===== src/rtl/seg_display_scanner_pkg.sv =====
// Shared types and constants for the seven-segment scanner.
package seg_scan_pkg;

    // Scan sequencer phases: all-off blanking gap, or a digit being driven.
    typedef enum logic {
        GAP  = 1'b0,
        SHOW = 1'b1
    } scan_state_t;

    // Segment pattern with every segment off.
    localparam logic [6:0] SEG_BLANK = 7'h00;

    // Segment codes {g,f,e,d,c,b,a} for BCD 0..9; element [n] is digit n.
    localparam logic [9:0][6:0] SEG_TABLE = {
        7'h6F, 7'h7F, 7'h07, 7'h7D, 7'h6D,
        7'h66, 7'h4F, 7'h5B, 7'h06, 7'h3F
    };

endpackage : seg_scan_pkg


===== src/rtl/seg_display_scanner_decoder.sv =====
// BCD to seven-segment decoder; codes above 9 decode to all-off.
module seven_segment_decoder
    import seg_scan_pkg::*;
(
    input  logic [3:0] bcd,
    output logic [6:0] seg
);

    // Table lookup for legal BCD codes, blank for the six illegal ones.
    // NOTE: every output of a combinational block gets a default first, so
    // no path leaves it unassigned and no latch is inferred.
    always_comb begin
        seg = SEG_BLANK;
        if (bcd <= 4'd9) begin
            seg = SEG_TABLE[bcd];
        end
    end

endmodule : seven_segment_decoder


===== src/rtl/seg_display_scanner.sv =====
// Time-multiplexed N-digit seven-segment scanner with a frame-aligned
// shadow register, blanking gaps and leading-zero suppression.
module seg_display_scanner
    import seg_scan_pkg::*;
#(
    parameter int NUM_DIGITS = 4,
    parameter int CLK_DIV    = 1000,
    parameter int GAP_CYCLES = 2
) (
    input  logic                    clk,
    input  logic                    rst,
    input  logic                    enable,
    input  logic                    lz_en,
    input  logic                    in_valid,
    output logic                    in_ready,
    input  logic [4*NUM_DIGITS-1:0] value_in,
    output logic [NUM_DIGITS-1:0]   an,
    output logic [6:0]              seg,
    output logic                    frame_done
);

    localparam int MAX_CNT = (CLK_DIV > GAP_CYCLES) ? CLK_DIV : GAP_CYCLES;
    localparam int CNT_W   = (MAX_CNT > 1) ? $clog2(MAX_CNT) : 1;
    localparam int IDX_W   = $clog2(NUM_DIGITS);

    localparam logic [CNT_W-1:0] SHOW_LAST = CNT_W'(CLK_DIV - 1);
    localparam logic [CNT_W-1:0] GAP_LAST  = CNT_W'(GAP_CYCLES - 1);
    localparam logic [IDX_W-1:0] IDX_LAST  = IDX_W'(NUM_DIGITS - 1);

    scan_state_t               r_state;
    logic [CNT_W-1:0]          r_cnt;
    logic [IDX_W-1:0]          r_digit_idx;
    logic [4*NUM_DIGITS-1:0]   r_active;
    logic [4*NUM_DIGITS-1:0]   r_shadow;
    logic                      r_pending;
    logic [NUM_DIGITS-1:0]     r_an;
    logic [6:0]                r_seg;
    logic                      r_frame_done;

    scan_state_t               w_state_nxt;
    logic [CNT_W-1:0]          w_cnt_nxt;
    logic [IDX_W-1:0]          w_idx_nxt;
    logic                      w_frame_start;
    logic                      w_commit;
    logic                      w_transfer;
    logic [4*NUM_DIGITS-1:0]   w_active_nxt;
    logic [3:0]                w_digit;
    logic [6:0]                w_dec_seg;
    logic [NUM_DIGITS-1:0]     w_zero_above;
    logic                      w_suppress;
    logic [NUM_DIGITS-1:0]     w_an_nxt;
    logic [6:0]                w_seg_nxt;

    assign in_ready   = !r_pending;
    assign an         = r_an;
    assign seg        = r_seg;
    assign frame_done = r_frame_done;

    assign w_transfer   = in_valid && !r_pending;
    assign w_commit     = w_frame_start && r_pending;
    // The value shown from this edge on: the shadow wins at a committing boundary.
    assign w_active_nxt = w_commit ? r_shadow : r_active;

    // Scan sequencer next state; a low enable parks it in its reset position.
    always_comb begin
        w_state_nxt   = r_state;
        w_cnt_nxt     = r_cnt + CNT_W'(1);
        w_idx_nxt     = r_digit_idx;
        w_frame_start = 1'b0;
        if (!enable) begin
            w_state_nxt = GAP;
            w_cnt_nxt   = '0;
            w_idx_nxt   = IDX_LAST;
        end else begin
            case (r_state)
                SHOW: begin
                    if (r_cnt == SHOW_LAST) begin
                        w_state_nxt = GAP;
                        w_cnt_nxt   = '0;
                    end
                end
                default: begin
                    if (r_cnt == GAP_LAST) begin
                        w_state_nxt = SHOW;
                        w_cnt_nxt   = '0;
                        if (r_digit_idx == IDX_LAST) begin
                            w_idx_nxt     = '0;
                            w_frame_start = 1'b1;
                        end else begin
                            w_idx_nxt = r_digit_idx + IDX_W'(1);
                        end
                    end
                end
            endcase
        end
    end

    // Pick the digit that will be on the pads after this edge.
    assign w_digit = w_active_nxt[{w_idx_nxt, 2'b00} +: 4];

    seven_segment_decoder u_decoder (
        .bcd (w_digit),
        .seg (w_dec_seg)
    );

    // For each digit, flag whether it and every more-significant digit are zero;
    // illegal codes are nonzero and so stop the suppression run.
    always_comb begin
        logic v_zero;
        v_zero       = 1'b1;
        w_zero_above = '0;
        for (int i = NUM_DIGITS - 1; i >= 0; i--) begin
            v_zero          = v_zero && (w_active_nxt[4*i +: 4] == 4'd0);
            w_zero_above[i] = v_zero;
        end
    end

    assign w_suppress = lz_en && (w_idx_nxt != '0) && w_zero_above[w_idx_nxt];

    // Output pattern for the coming cycle; digit enable stays on when masked.
    always_comb begin
        w_an_nxt  = '0;
        w_seg_nxt = SEG_BLANK;
        if (w_state_nxt == SHOW) begin
            w_an_nxt = NUM_DIGITS'(1) << w_idx_nxt;
            if ((w_digit <= 4'd9) && !w_suppress) begin
                w_seg_nxt = w_dec_seg;
            end
        end
    end

    // Sequencer state and registered pad outputs.
    // NOTE: all state is updated with non-blocking assignments so every
    // register samples the pre-edge values regardless of statement order.
    always_ff @(posedge clk or posedge rst) begin
        if (rst) begin
            r_state      <= GAP;
            r_cnt        <= '0;
            r_digit_idx  <= IDX_LAST;
            r_an         <= '0;
            r_seg        <= SEG_BLANK;
            r_frame_done <= 1'b0;
        end else begin
            r_state      <= w_state_nxt;
            r_cnt        <= w_cnt_nxt;
            r_digit_idx  <= w_idx_nxt;
            r_an         <= w_an_nxt;
            r_seg        <= w_seg_nxt;
            r_frame_done <= w_frame_start;
        end
    end

    // Input handshake, shadow buffer and frame-aligned commit.
    // NOTE: the shadow is a plain register, not a memory, so it is reset too;
    // a reset must discard any buffered value anyway.
    always_ff @(posedge clk or posedge rst) begin
        if (rst) begin
            r_active  <= '0;
            r_shadow  <= '0;
            r_pending <= 1'b0;
        end else begin
            r_active <= w_active_nxt;
            if (w_commit) begin
                r_pending <= 1'b0;
            end else if (w_transfer) begin
                r_shadow  <= value_in;
                r_pending <= 1'b1;
            end
        end
    end

endmodule : seg_display_scanner

===== config.mk =====
export PLATFORM = sky130hd
export DESIGN_NAME = seg_display_scanner
export DESIGN_NICKNAME = d
export VERILOG_FILES = /design/src/rtl/seg_display_scanner_pkg.sv /design/src/rtl/seg_display_scanner_decoder.sv /design/src/rtl/seg_display_scanner.sv
export SDC_FILE = /design/constraint.sdc
export NUM_CORES = 1
export LEC_CHECK = 0
export ABC_CLOCK_PERIOD_IN_PS = 5300
export CAP_MARGIN = 20
export CELL_PAD_IN_SITES_DETAIL_PLACEMENT = 1
export CELL_PAD_IN_SITES_GLOBAL_PLACEMENT = 2
export CORE_ASPECT_RATIO = 1.25
export CORE_MARGIN = 2
export CORE_UTILIZATION = 41
export CTS_CLUSTER_SIZE = 20
export DETAILED_ROUTE_END_ITERATION = 8
export GPL_TIMING_DRIVEN = 0
export PLACE_DENSITY = 0.94
export SLEW_MARGIN = 15
export SYNTH_ARGS = -nofsm -noshare
export SYNTH_HDL_FRONTEND = slang
export SYNTH_SLANG_ARGS = --single-unit

===== constraint.sdc =====
create_clock -name clk -period 5.3 [get_ports clk]
set_clock_uncertainty 0.2 [all_clocks]
set_input_delay 0.53 -clock clk [delete_from_list [all_inputs] [get_ports clk]]
set_output_delay 0.53 -clock clk [all_outputs]
set_load 0.05 [all_outputs]

# --- Word level (Yosys, flattened, before mapping) ---
# Memories as Yosys holds them, arrays and structs flattened.
# Cells that the tools add are included.
# Widths: inputs -> output; s select.
op_classes:
  bitwise: 1
  div_mod_pow: 0
  magnitude_cmp: 3
  n_addsub: 2
  n_eq_ne: 3
  n_reduce_logical: 17
  multipliers: 0
  mux: 26
  n_shift: 2
op_table:
  columns: ["op", "count"]
  rows:
  - ["$mux 10", 4]
  - ["$mux 7", 4]
  - ["$logic_not 4->1", 4]
  - ["$mux 16", 1]
  - ["$shiftx 16x5->4", 1]
  - ["$mux 1", 11]
  - ["$add 10x1->10 const B", 1]
  - ["$eq 10x1->1 const B", 1]
  - ["$eq 10x10->1 const B", 1]
  - ["$logic_and 1x1->1", 8]
  - ["$mux 2", 4]
  - ["$lt 4x5->1 const B", 1]
  - ["$le 4x4->1 const B", 1]
  - ["$mux 4", 1]
  - ["$reduce_bool 2->1", 2]
  - ["$shl 1x2->4 const A", 1]
  - ["$lt 2x3->1 const B", 1]
  - ["$add 2x1->2 const B", 1]
  - ["$bmux 1 s2", 1]
  - ["$eq 2x2->1 const B", 1]
  - ["$logic_not 1->1", 2]
  - ["$reduce_and 2->1", 1]
  - ["$not 1->1", 1]
totals:
  ff_bits: 58
  ram_bits: 0
  latch_bits: 0
  wordCells: 64
  inputBits: 21
  mem_count: 1
  rom_bits: 112
mem_list:
  columns: ["name", "words", "width", "read_ports", "rd_clocked_by_memory_dff", "write_ports", "line", "rtl"]
  rows:
  - ["(name not given)", 16, 7, 1, 0, 0, "seg_display_scanner_decoder.sv:15", "seg = SEG_TABLE[bcd];"]

# --- Logic depth before layout (Yosys ltp) ---
logic_depth:
  ltp_word: 18
  mapped_depth: 15

# --- Cells and area by module ---
# A second synthesis with hierarchy kept.
unflattened:
  hier_cells: 245
  hier_area_um2: 2810.2
modules_own_cells:
  columns: ["mod", "area_per_inst_um2", "instances", "cells_each", "seq_area_each_um2"]
  rows:
  - ["seg_display_scanner", 2623.8, 1, 218, 1453.9]
  - ["seven_segment_decoder", 186.4, 1, 27, 0.0]

# --- Worst setup path after synthesis ---
# Ideal clock, no wire load.
synth_path:
  path_kind: "register -> register"
  start: "reg r_digit_idx[0]"
  end: "reg r_seg[3] (netlist: seg[3])"
  n_path_buf: 2
  setup_ns: 0.140
  slack_ns: 1.918
  path_stages_with_launch: 15
  arrival_time_ns: 3.043
  cell_sequence: "dfstp_2 ha_1 and4b_1 nand4_2 buf_6 buf_12 mux2_4 mux2_4 mux2i_4 inv_1 ha_1 nor2_1 a2111oi_4 o221ai_2 a21oi_1"
synth_lines:
  columns: ["item", "line", "rtl"]
  rows:
  - ["start: declaration", "seg_display_scanner.sv:32", "logic [IDX_W-1:0] r_digit_idx;"]
  - ["start signal: assignment", "seg_display_scanner.sv:146", "r_digit_idx <= w_idx_nxt;"]
  - ["$eq 2x2->1 (*)", "seg_display_scanner.sv:86", "if (r_digit_idx == IDX_LAST) begin"]
  - ["$mux 1 (*)", "seg_display_scanner.sv:86", null]
  - ["$mux 1 (*)", "seg_display_scanner.sv:83", "if (r_cnt == GAP_LAST) begin"]
  - ["$mux 1 (*)", "seg_display_scanner.sv:75", "case (r_state)"]
  - ["$mux 1 (*)", "seg_display_scanner.sv:70", "if (!enable) begin"]
  - ["$logic_and 1x1->1 (*)", "seg_display_scanner.sv:60", "assign w_commit = w_frame_start && r_pending;"]
  - ["$mux 16 (*)", "seg_display_scanner.sv:62", "assign w_active_nxt = w_commit ? r_shadow : r_active;"]
  - ["named net w_active_nxt[0]", "seg_display_scanner.sv:46", "logic [4*NUM_DIGITS-1:0] w_active_nxt;"]
  - ["parallel branches: the longest is 7 deep, another holds $mem_v2 16x7", null, null]
  - ["$mux 7 (*)", "seg_display_scanner.sv:126", "if ((w_digit <= 4'd9) && !w_suppress) begin"]
  - ["$mux 7 (*)", "seg_display_scanner.sv:124", "if (w_state_nxt == SHOW) begin"]
  - ["named net w_seg_nxt[3]", "seg_display_scanner.sv:52", "logic [6:0] w_seg_nxt;"]
  - ["end signal: assignment", "seg_display_scanner.sv:148", "r_seg <= w_seg_nxt;"]
  - ["end: declaration", "seg_display_scanner.sv:37", "logic [6:0] r_seg;"]
# Mark *: on every way through the listed nets, which the timed path passes. The select of a mux whose other input is x is not followed.
# A chain may end at the register's enable or synchronous reset.

# --- Final worst setup path ---
layout_path:
  start: "in enable"
  end: "reg r_seg[3] (netlist: seg[3])"
layout_lines:
  columns: ["item", "line", "rtl"]
  rows:
  - ["start: declaration", "seg_display_scanner.sv:12", "input logic enable,"]
  - ["$mux 1 (*)", "seg_display_scanner.sv:70", null]
  - ["$logic_and 1x1->1 (*)", "seg_display_scanner.sv:60", null]
  - ["$mux 16 (*)", "seg_display_scanner.sv:62", null]
  - ["named net w_active_nxt[0]", "seg_display_scanner.sv:46", null]
  - ["parallel branches: the longest is 7 deep, another holds $mem_v2 16x7", null, null]
  - ["$mux 7 (*)", "seg_display_scanner.sv:126", null]
  - ["$mux 7 (*)", "seg_display_scanner.sv:124", null]
  - ["named net w_seg_nxt[3]", "seg_display_scanner.sv:52", null]
# Marks and branches as above.

==> impl_metrics.yaml <==
clock_network:
  post_cts_resized: 0
  clkTransAtPathRegs_ns: 0.07
  cts_buffer_depth: 2
  cts_max_level: 3
  post-cts-setup-buffer-count: 0
  cts_tree: "yes"
  clkLatencyLatePin_ns: 0.33
  cts_made_buffers: 9
  cts_root_buffer: "clkbuf_8"
  cts_sinks: 58
  cts_hold_buf: 0
logic_synthesis:
  syn_nets: 254
  yosysSeqAreaShare_pct: 51.1
  synth_compound_area_share_pct: 8.44
  ys_types: 53
  synth_fa_ha_area_share_pct: 3.52
  synth_seq_cells: 58
  synthesis.area_um2: 2850
  synth-simple-area-share_pct: 12.1
  synth_top_area_cell: "dfrtp_1"
  synthFlopType: "dfrtp_1"
  async_flop_share_pct: 100
  synth.area.top_cells: "dfrtp_1 49%, mux2_2 9.1%, mux2i_1 4.9%"
  synth_top_family_by_area: "multiplexers"
  synth.avg_cell_area_um2: 12.7
  synth-xor-area-share_pct: 2.15
  synth_top_cell_area_share_pct: 49.2
  synth-edff-count: 0
  yosys_warnings: 0
  synth_cells: 225
  muxShareOfSynthArea_pct: 18.6
cells_and_area:
  area_growth_pct: 22.7
  fin_area_um2: 3490
  fillerInstances: 724
  antenna_cells: 0
  drive_gt1_share_pct: 25.5
  layout.nets: 298
grt:
  overflow: 0
  grt_pass1_vias: 2035
  antenna_found_initial: 0
  track_usage_pct: 16.7
  grt_first_pass_wirelength_um: 9830
  grt_max_degree: 59
critical_path:
  worst_r2r_path_depth: 14
  rr_startpoint: "r_digit_idx[1]"
  path_class: "in2reg"
  r2r_slack_ns: 1.55
  end_kind: "flop"
  cp-start-kind: "primary input"
  crit_required_ns: 5.29
  cp_max_fo: 10
  r2r-end: "seg[3]"
  cp.arrival_ns: 3.77
placed_design:
  port_buffers: 33
  gp_congestion: 0.796
  hpwl_um: 4120
  placed_cell_area_um2: 3290
timing:
  drv_slew: 0
  slew_headroom_pct: 52.5
  rsz0062_at_grt: "false"
  fmax_mhz: 264
  tightest_slew_ns: 0.713
  final-hold-violation-count: 0
  min_period_over_period_pct: 71.4
  fin_crit_ns: 3.78
  setup_violations: 0
  tns_ns: 0
min_path:
  min_from: "r_active[0]"
  whs_path_depth: 1
  min_to: "r_active[0]"
  worstHoldPathType: "reg2reg"
die:
  die_width_um: 78.5
  io_pins: 34
  dieArea_um2: 7630
  num_rows: 33
  core_area_um2: 6650
  dieHeight_um: 97.2
  start_util_pct: 42.8
outcome:
  status: "finished, final reports clean"
detailed_routing:
  drt_wl_total_um: 5560
  drt-initial-drc-count: 76
  vias_per_cell: 4.98
  drtPass1Iterations: 4
  drc: 0
  ant_nets: 0
  routedWlPerCell_um: 15.4
  vias: 1798
power:
  power.leakage_uw: 0.00161
  peakVddDrop_mv: 0.281
  power.density_nw_per_um2: 533
  p_total_uw: 1860
flow_run:
  max-cap-violations: 0
[critical path: stages]
cell             delay (ns)
clkdlybuf4s50_1        0.60
and4b_1                0.24
nand4_2                0.13
buf_6                  0.19
buf_12                 0.15
mux2_4                 0.30
mux2_4                 0.28
mux2i_4                0.23
inv_1                  0.11
ha_1                   0.25
nor2_1                 0.22
a2111oi_4              0.05
o221ai_2               0.38
a21oi_1                0.08
[report_power, final]
group	switching (uW)	leakage, uW	internal [uW]
Sequential	83.6	0.000734	599
Clock	170	0.000105	240
Combinational	428	0.000775	342
Total	681	0.00161	1180
[area by class of cell]
class                   count  area (um2)  share of cell area (%)
clock buffers              11         151                    4.34
well taps                  87         109                    3.12
multi-input cells         142        1270                    36.5
clock inverters             5        52.6                    1.50
repair buffers             33         330                    9.46
plain buffers               5        42.5                    1.22
flip-flops and latches     58        1450                    41.6
inverters                  20        77.6                    2.22
[cells by family after synthesis]
kind of cell,Yosys count
adder cells (fa/ha/maj),8
multiplexers,45
buffers and inverters,25
XOR/XNOR,7
flip-flops,58
AND/OR/NAND/NOR,57
AO/OA/AOI/OAI,25
[placed cells by master, fill, tap and decap left out, drive strengths merged, types with 2 or more instances in the layout]
cell           netlist  routed
inv                 20      20
nand3                6       6
a21boi               2       2
o21ai                2       2
xor2                 4       4
nor2                19      19
nand2                4       4
nor2b                3       3
buf                  2       2
a221oi               2       2
dfrtp               56      56
and2                 3       3
and3                 3       3
clkdlybuf4s50        0      33
o22ai                2       2
nor4                 3       3
clkinv               0       3
dfstp                2       2
mux2i               17      17
mux2                28      28
or3                  3       3
clkbuf               3      14
nor3                 3       3
ha                   8       8
or2b                 2       2
a211oi               2       2
xnor2                3       3
nand4                4       4
a21oi                8       8
[state kept, by name, summed over array words and instances (netlist names), 2 cells and up]
register	flops
an	4
r_active	16
r_cnt	10
r_digit_idx	2
r_shadow	16
seg	7
[through the flow]
stage,worst slack (ns),std cells,util [%],hold slack [ns]
global placement,1.21,345,49.4,0.280
finish,1.52,361,52.5,0.301
global route,1.26,361,52.5,0.326
floorplan,1.92,225,-,0.251
CTS,1.48,361,52.5,0.303
detailed placement,1.18,345,49.5,0.284
[cell usage after synthesis, types with 3 or more instances]
cell type / count
nand4_1: 3
xnor2_1: 3
nand3_1: 5
nor2_1: 18
or3_1: 3
ha_1: 8
dfrtp_1: 56
xor2_1: 4
a21oi_1: 8
mux2i_1: 14
clkbuf_1: 3
mux2_2: 23
inv_1: 19
nand2_1: 4
mux2_4: 4
nor2b_1: 3
nor3_1: 3
[routing by layer]
metal	track usage (%)	up-vias	routed length, um
li1	-	870	-
met1	19.5	890	2380
met2	29.2	29	2940
met3	2.79	9	129
met4	8.10	0	113
met5	0	-	0
[how the worst max path moves through the flow]
| stage | startpoint | endpoint | cells after the start |
|---|---|---|---|
| 6_report | enable | seg[3] | 14 |
| 5_1_grt | r_cnt[0] | seg[0] | 13 |
| 3_3_place_gp | enable | seg[3] | 14 |
| 2_1_floorplan | r_digit_idx[0] | seg[3] | 14 |
| 3_5_place_dp | enable | seg[3] | 14 |
| 4_1_cts | enable | seg[3] | 14 |
No activity file was read; power rests on OpenSTA's default activity.
